## config.mk

```make
export PLATFORM = sky130hd
export DESIGN_NAME = instr_encoder
export DESIGN_NICKNAME = d
export VERILOG_FILES = /design/src/rtl/instr_encoder.sv
export SDC_FILE = /design/constraint.sdc
export NUM_CORES = 1
export LEC_CHECK = 0
export CAP_MARGIN = 20
export CORE_ASPECT_RATIO = 1.4
export CORE_MARGIN = 2
export CORE_UTILIZATION = 39
export CTS_CLUSTER_DIAMETER = 80
export DETAILED_ROUTE_END_ITERATION = 16
export PLACE_DENSITY = 0.77
export REMOVE_ABC_BUFFERS = 1
export SLEW_MARGIN = 5
export SYNTH_ARGS = -nofsm -noshare
export SYNTH_HDL_FRONTEND = slang
export SYNTH_SLANG_ARGS = --single-unit
```

## constraint.sdc

```tcl
create_clock -name clk -period 2 [get_ports clk]
set_input_delay 0.3 -clock clk [delete_from_list [all_inputs] [get_ports clk]]
set_output_delay 0.3 -clock clk [all_outputs]
set_load 0.05 [all_outputs]
```

## src/rtl/instr_encoder.sv

```systemverilog
// Instruction encoder: turns op/register/immediate descriptions into 32-bit words and
// writes them to instruction memory. Optional ctrl_echo output: INSTR_ENCODER_CTRL_ECHO_EN.
module instr_encoder #(
  parameter logic [31:0] BASE_ADDR = 32'h0000_0000,
  parameter int unsigned DEPTH     = 256
) (
  input  logic        clk,
  input  logic        reset,
  input  logic        in_valid,
  output logic        in_ready,
  input  logic [3:0]  op_sel,
  input  logic [4:0]  rs,
  input  logic [4:0]  rt,
  input  logic [4:0]  rd,
  input  logic [15:0] imm,
  input  logic [25:0] target,
  input  logic        prog_clr,
  output logic        mem_we,
  output logic [31:0] mem_addr,
  output logic [31:0] mem_wdata,
  output logic        err_illegal,
  output logic [15:0] instr_count,
  output logic        full,
  output logic [5:0]  ctrl_echo
);

  typedef enum logic [1:0] {
    IDLE  = 2'd0,
    WRITE = 2'd1,
    ERR   = 2'd2,
    FULL  = 2'd3
  } state_t;

  localparam logic [15:0] DEPTH_W = 16'(DEPTH);

  state_t      state_q, state_d;
  logic [31:0] ptr_q, ptr_d;
  logic [15:0] count_q, count_d;
  logic [15:0] count_inc;
  logic [31:0] word_q, word_d;
  logic [31:0] word_enc;
  logic        op_legal;
  logic        load_word;

  // Field packing for every legal opcode; anything else is flagged illegal.
  always_comb begin
    op_legal = 1'b1;
    word_enc = '0;
    case (op_sel)
      4'd0:    word_enc = {6'b000000, rs, rt, rd, 5'b00000, 6'b100000};
      4'd1:    word_enc = {6'b000000, rs, rt, rd, 5'b00000, 6'b100010};
      4'd2:    word_enc = {6'b000000, rs, rt, rd, 5'b00000, 6'b100100};
      4'd3:    word_enc = {6'b000000, rs, rt, rd, 5'b00000, 6'b100101};
      4'd4:    word_enc = {6'b000000, rs, rt, rd, 5'b00000, 6'b101010};
      4'd5:    word_enc = {6'b001010, rs, rt, imm};
      4'd6:    word_enc = {6'b001000, rs, rt, imm};
      4'd7:    word_enc = {6'b001001, rs, rt, imm};
      4'd8:    word_enc = {6'b000010, target};
      default: op_legal = 1'b0;
    endcase
  end

  assign load_word = (state_q == IDLE) && !prog_clr && in_valid && op_legal;
  assign count_inc = count_q + 16'd1;

  always_comb begin
    state_d = state_q;
    ptr_d   = ptr_q;
    count_d = count_q;
    word_d  = load_word ? word_enc : word_q;
    case (state_q)
      IDLE: begin
        if (prog_clr) begin
          ptr_d   = BASE_ADDR;
          count_d = '0;
        end else if (in_valid) begin
          state_d = op_legal ? WRITE : ERR;
        end
      end
      WRITE: begin
        // The write itself happens this cycle regardless; a clear only redirects the bookkeeping.
        if (prog_clr) begin
          ptr_d   = BASE_ADDR;
          count_d = '0;
          state_d = IDLE;
        end else begin
          ptr_d   = ptr_q + 32'd4;
          count_d = count_inc;
          state_d = (count_inc == DEPTH_W) ? FULL : IDLE;
        end
      end
      ERR, FULL: begin
        if (prog_clr) begin
          ptr_d   = BASE_ADDR;
          count_d = '0;
          state_d = IDLE;
        end else if (state_q == ERR) begin
          state_d = IDLE;
        end
      end
      default: state_d = IDLE;
    endcase
  end

  always_ff @(posedge clk) begin
    if (reset) begin
      state_q <= IDLE;
      ptr_q   <= BASE_ADDR;
      count_q <= '0;
      word_q  <= '0;
    end else begin
      state_q <= state_d;
      ptr_q   <= ptr_d;
      count_q <= count_d;
      word_q  <= word_d;
    end
  end

  // All outputs come straight from registers or a decode of the state register.
  assign in_ready    = (state_q == IDLE);
  assign mem_we      = (state_q == WRITE);
  assign err_illegal = (state_q == ERR);
  assign full        = (state_q == FULL);
  assign mem_addr    = ptr_q;
  assign mem_wdata   = word_q;
  assign instr_count = count_q;

`ifdef INSTR_ENCODER_CTRL_ECHO_EN
  logic [5:0] ctrl_q, ctrl_d, ctrl_enc;

  // {RegDst, ALUSrc, RegWrite, Jump, ALUOp[1:0]} a decoder would derive from the word.
  always_comb begin
    ctrl_enc = '0;
    case (op_sel)
      4'd0, 4'd1, 4'd2, 4'd3, 4'd4: ctrl_enc = 6'b101010;
      4'd5:    ctrl_enc = 6'b011000;
      4'd6:    ctrl_enc = 6'b011001;
      4'd7:    ctrl_enc = 6'b011011;
      4'd8:    ctrl_enc = 6'b000100;
      default: ctrl_enc = 6'b000000;
    endcase
  end

  assign ctrl_d = load_word ? ctrl_enc : ctrl_q;

  always_ff @(posedge clk) begin
    if (reset) begin
      ctrl_q <= '0;
    end else begin
      ctrl_q <= ctrl_d;
    end
  end

  assign ctrl_echo = ctrl_q;
`else
  assign ctrl_echo = 6'b000000;
`endif

endmodule

```

==> summary.md <==
| Metric | Value |
|---|---|
| Status | completed |
| Gpl congestion | 0.9067 |
| Layout cells sized above 1 | 12.32% |
| Critical Path, Cell by Cell | clkdlybuf4s50_1 |
| Pwr dens | 667.8 mW/mm^2 |
| IO Pins | 155 |
| Port bufs | 143 |
| Sequential fraction of the synthesis area | 40.66% |
| CP arrival | 1.65 ns |
| Hold Violations, Final | 0 |
| Final WL | 11.57 mm |
| Clock Skew | 0.004056 ns |
| Netlist cell types | 50 |
| # fillers | 800 |
| Yosys top cell area share | 40.66% |
| Max_cap viols | 0 |
| Endpoints failing setup | 0 |
| Critical path's top delay family | buffers and inverters |
| Core Box Area | 0.009459 mm^2 |
| Fmax | 512.1 MHz |
| Row count | 42 |
| Synth area leaders | dfxtp_1 (41%), nor2_1 (6.7%), xnor2_1 (5.8%), nand2_1 (4.2%), xor2_1 (4.2%) |
| Final worst slack | 0.04711 ns |
| Via count | 3956 |
| Static Leak | 2.221 nW |
| Die Area | 0.01054 mm^2 |
| Register bit count reported by yosys | 77 |
| Fin area | 0.005939 mm^2 |
| Root buf cell | clkbuf_16 |
| Hold/Removal Path Class | reg -> reg |
| Layout area overhead | 56.67% |
| Grt ovf | 0 |
| Minimum clock period | 1.953 ns |
| Antenna Cells | 0 |
| Router iterations before antenna repair | 6 |
| Yosys top cell by area | dfxtp_1 |
| CTS Hold Bufs | 0 |
| Vias per cell | 5.324 |
| Fin Hold WS | 0.4591 ns |
| Worst EP required | 1.70 ns |
| Worst skew pair latency | 0.33 ns |
| Critical hold path startpoint | mem_wdata[9] |
| Final TNS setup | 0 ns |
| Unrepaired setup endpoints after global routing | false |
| Fin nets | 696 |
| Crit Path Max Fanout | 6 |
| Drt drc | 0 |
| Maximum vdd drop | 0.0003943 V |
| Sequential cell area | 0.001541 mm^2 |
| First-pass GRT wire length | 18.79 mm |
| Length in cells of the worst reg-to-reg path | 7 |
| Post-Syn Instances | 462 |
| Yosys warnings | 0 |
| Pre-CTS setup slack | -0.2320 ns |
| Initial core utilization | 40.08% |
| H-Tree Depth | 3 |
| Total Power | 3.966 mW |
| Crit path launch | instr_count[11] |
| Clk buf depth | 2 |
| Cells on Worst Hold Path | 2 |
| Layout Cells excl Fill | 743 |
| Relative slew slack | 63.51% |
| GR Util All Layers | 22.44% |
| Die Span Y | 120.7 um |
| Crit path largest cell delay | 0.87 ns |
| Largest net degree at the start of global routing | 37 |
| Die width | 87.33 um |
| Placed standard-cell area | 0.005565 mm^2 |
| Critical-path top delay cell | clkdlybuf4s50_1 |
| CTS tree | built |
| CTS Sinks | 77 |
| Mapped cell area | 0.003791 mm^2 |
| Period utilization | 97.64% |
| Num CTS Buffers | 9 |
| Mapped Avg Cell Area | 8.206 um^2 |
| Initial antenna violation count | 0 |
| Multi-input gate area | 0.002076 mm^2 |
| Crit path buf inv count | 1 |
| Vias in the first global route | 3842 |
| Core Util, Final | 62.79% |
| Final max-slew violation count | 0 |
| ANT nets after route | 0 |
| Cells after DPL | 726 |
| Drt wl/cell | 15.57 um |
| DP HPWL | 8.813 mm |
| Post-synth top flop | dfxtp_1 |
| Crit end category | output pin |
| 1st-iter DRT viols | 186 |
| Post-synthesis async set-or-reset flop share | 0% |
| Crit Path Class | reg -> out |
| Startpoint types | flop |
| Worst R2R Start | instr_count[0] |
| Post-synth EDFFs | 0 |
| Critical Path Stages | 1 |
| Reg clk slew, reported paths | 0.06 ns |
| Worst slew pin tran | 0.5456 ns |
cell usage in the layout (no fill, tap or decap), types with 3 or more instances in the layout:
cell type,instances
clkbuf_16,9
clkbuf_8,4
a221o_1,5
inv_1,6
clkdlybuf4s50_1,128
buf_12,6
nand4_1,13
a221oi_1,12
nor2_1,68
a211oi_1,3
a32oi_1,6
xnor2_1,25
nor4_1,8
nand2_1,42
conb_1,11
nor3_1,23
buf_4,43
dlymetal6s2s_1,5
and2_1,3
a21oi_1,27
and4_1,8
or2_2,3
dlygate4sd2_1,3
xor2_1,18
and3_1,4
o21ai_0,19
nand3_1,10
dfxtp_1,77
or3_1,8
per-layer routing:
metal	share of wire, %	track usage (%)	up-vias
li1	-	-	1955
met1	40	26.62	1865
met2	53	39.02	109
met3	3.3	2.526	27
met4	3.7	11.44	0
met5	0	0	-
path summary, 6_finish.rpt:
kind                                   endpoint  slack [ns]
worst min register to register     mem_wdata[9]        0.46
worst max register to register       state_q[1]        0.17
worst max-delay path            instr_count[11]        0.05
worst min-delay path               mem_wdata[9]        0.46
power breakdown:
| group | leakage [nW] | total (mW) | internal [mW] | switching [mW] |
|---|---|---|---|---|
| clock network | 0.172 | 1.83 | 1.23 | 0.608 |
| logic | 1.43 | 0.552 | 0.246 | 0.306 |
| registers | 0.623 | 1.58 | 1.56 | 0.0166 |
cells by family after synthesis:
| kind of cell | Yosys count | synth area share (%) |
|---|---|---|
| compound gates | 84 | 14.62 |
| xor+xnor | 43 | 9.934 |
| fa+ha+maj | 3 | 0.9902 |
| buf+inv | 47 | 6.072 |
| flops | 77 | 40.66 |
| other cells | 1 | 0.09891 |
| simple gates | 207 | 27.62 |
cell usage after synthesis (all sizes together) (2+ instances only):
cell type / instances
dfxtp: 77
nor2: 68
nand2: 42
a21oi: 27
nor3: 25
xnor2: 25
clkbuf: 23
o21ai: 19
xor2: 18
buf: 17
nand4: 15
a221oi: 12
nand3: 11
nor4: 9
or3: 9
and4: 8
a32oi: 6
inv: 6
a221o: 5
and3: 4
a211oi: 3
and2: 3
ha: 3
or2: 3
and3b: 2
o22ai: 2
flip-flops by register name, indices dropped and copies added (netlist names):
signal	flops
mem_wdata	29
mem_addr	30
state_q	2
instr_count	16
final cells by class:
class / instances / share of cell area, %
clock buffers: 13 / 4.719
clock inverters: 3 / 1.095
inverters: 7 / 0.4424
multi-input cells: 348 / 34.95
flip-flops and latches: 77 / 25.95
well taps: 110 / 2.317
repair buffers: 185 / 30.52
repair_timing:
action,in CTS,in global routing
setup endpoints to repair,3,8
pin swaps,0,2
setup buffers,0,1
cloned,0,0
resized for setup,3,8
No activity file was read; power rests on OpenSTA's default activity.
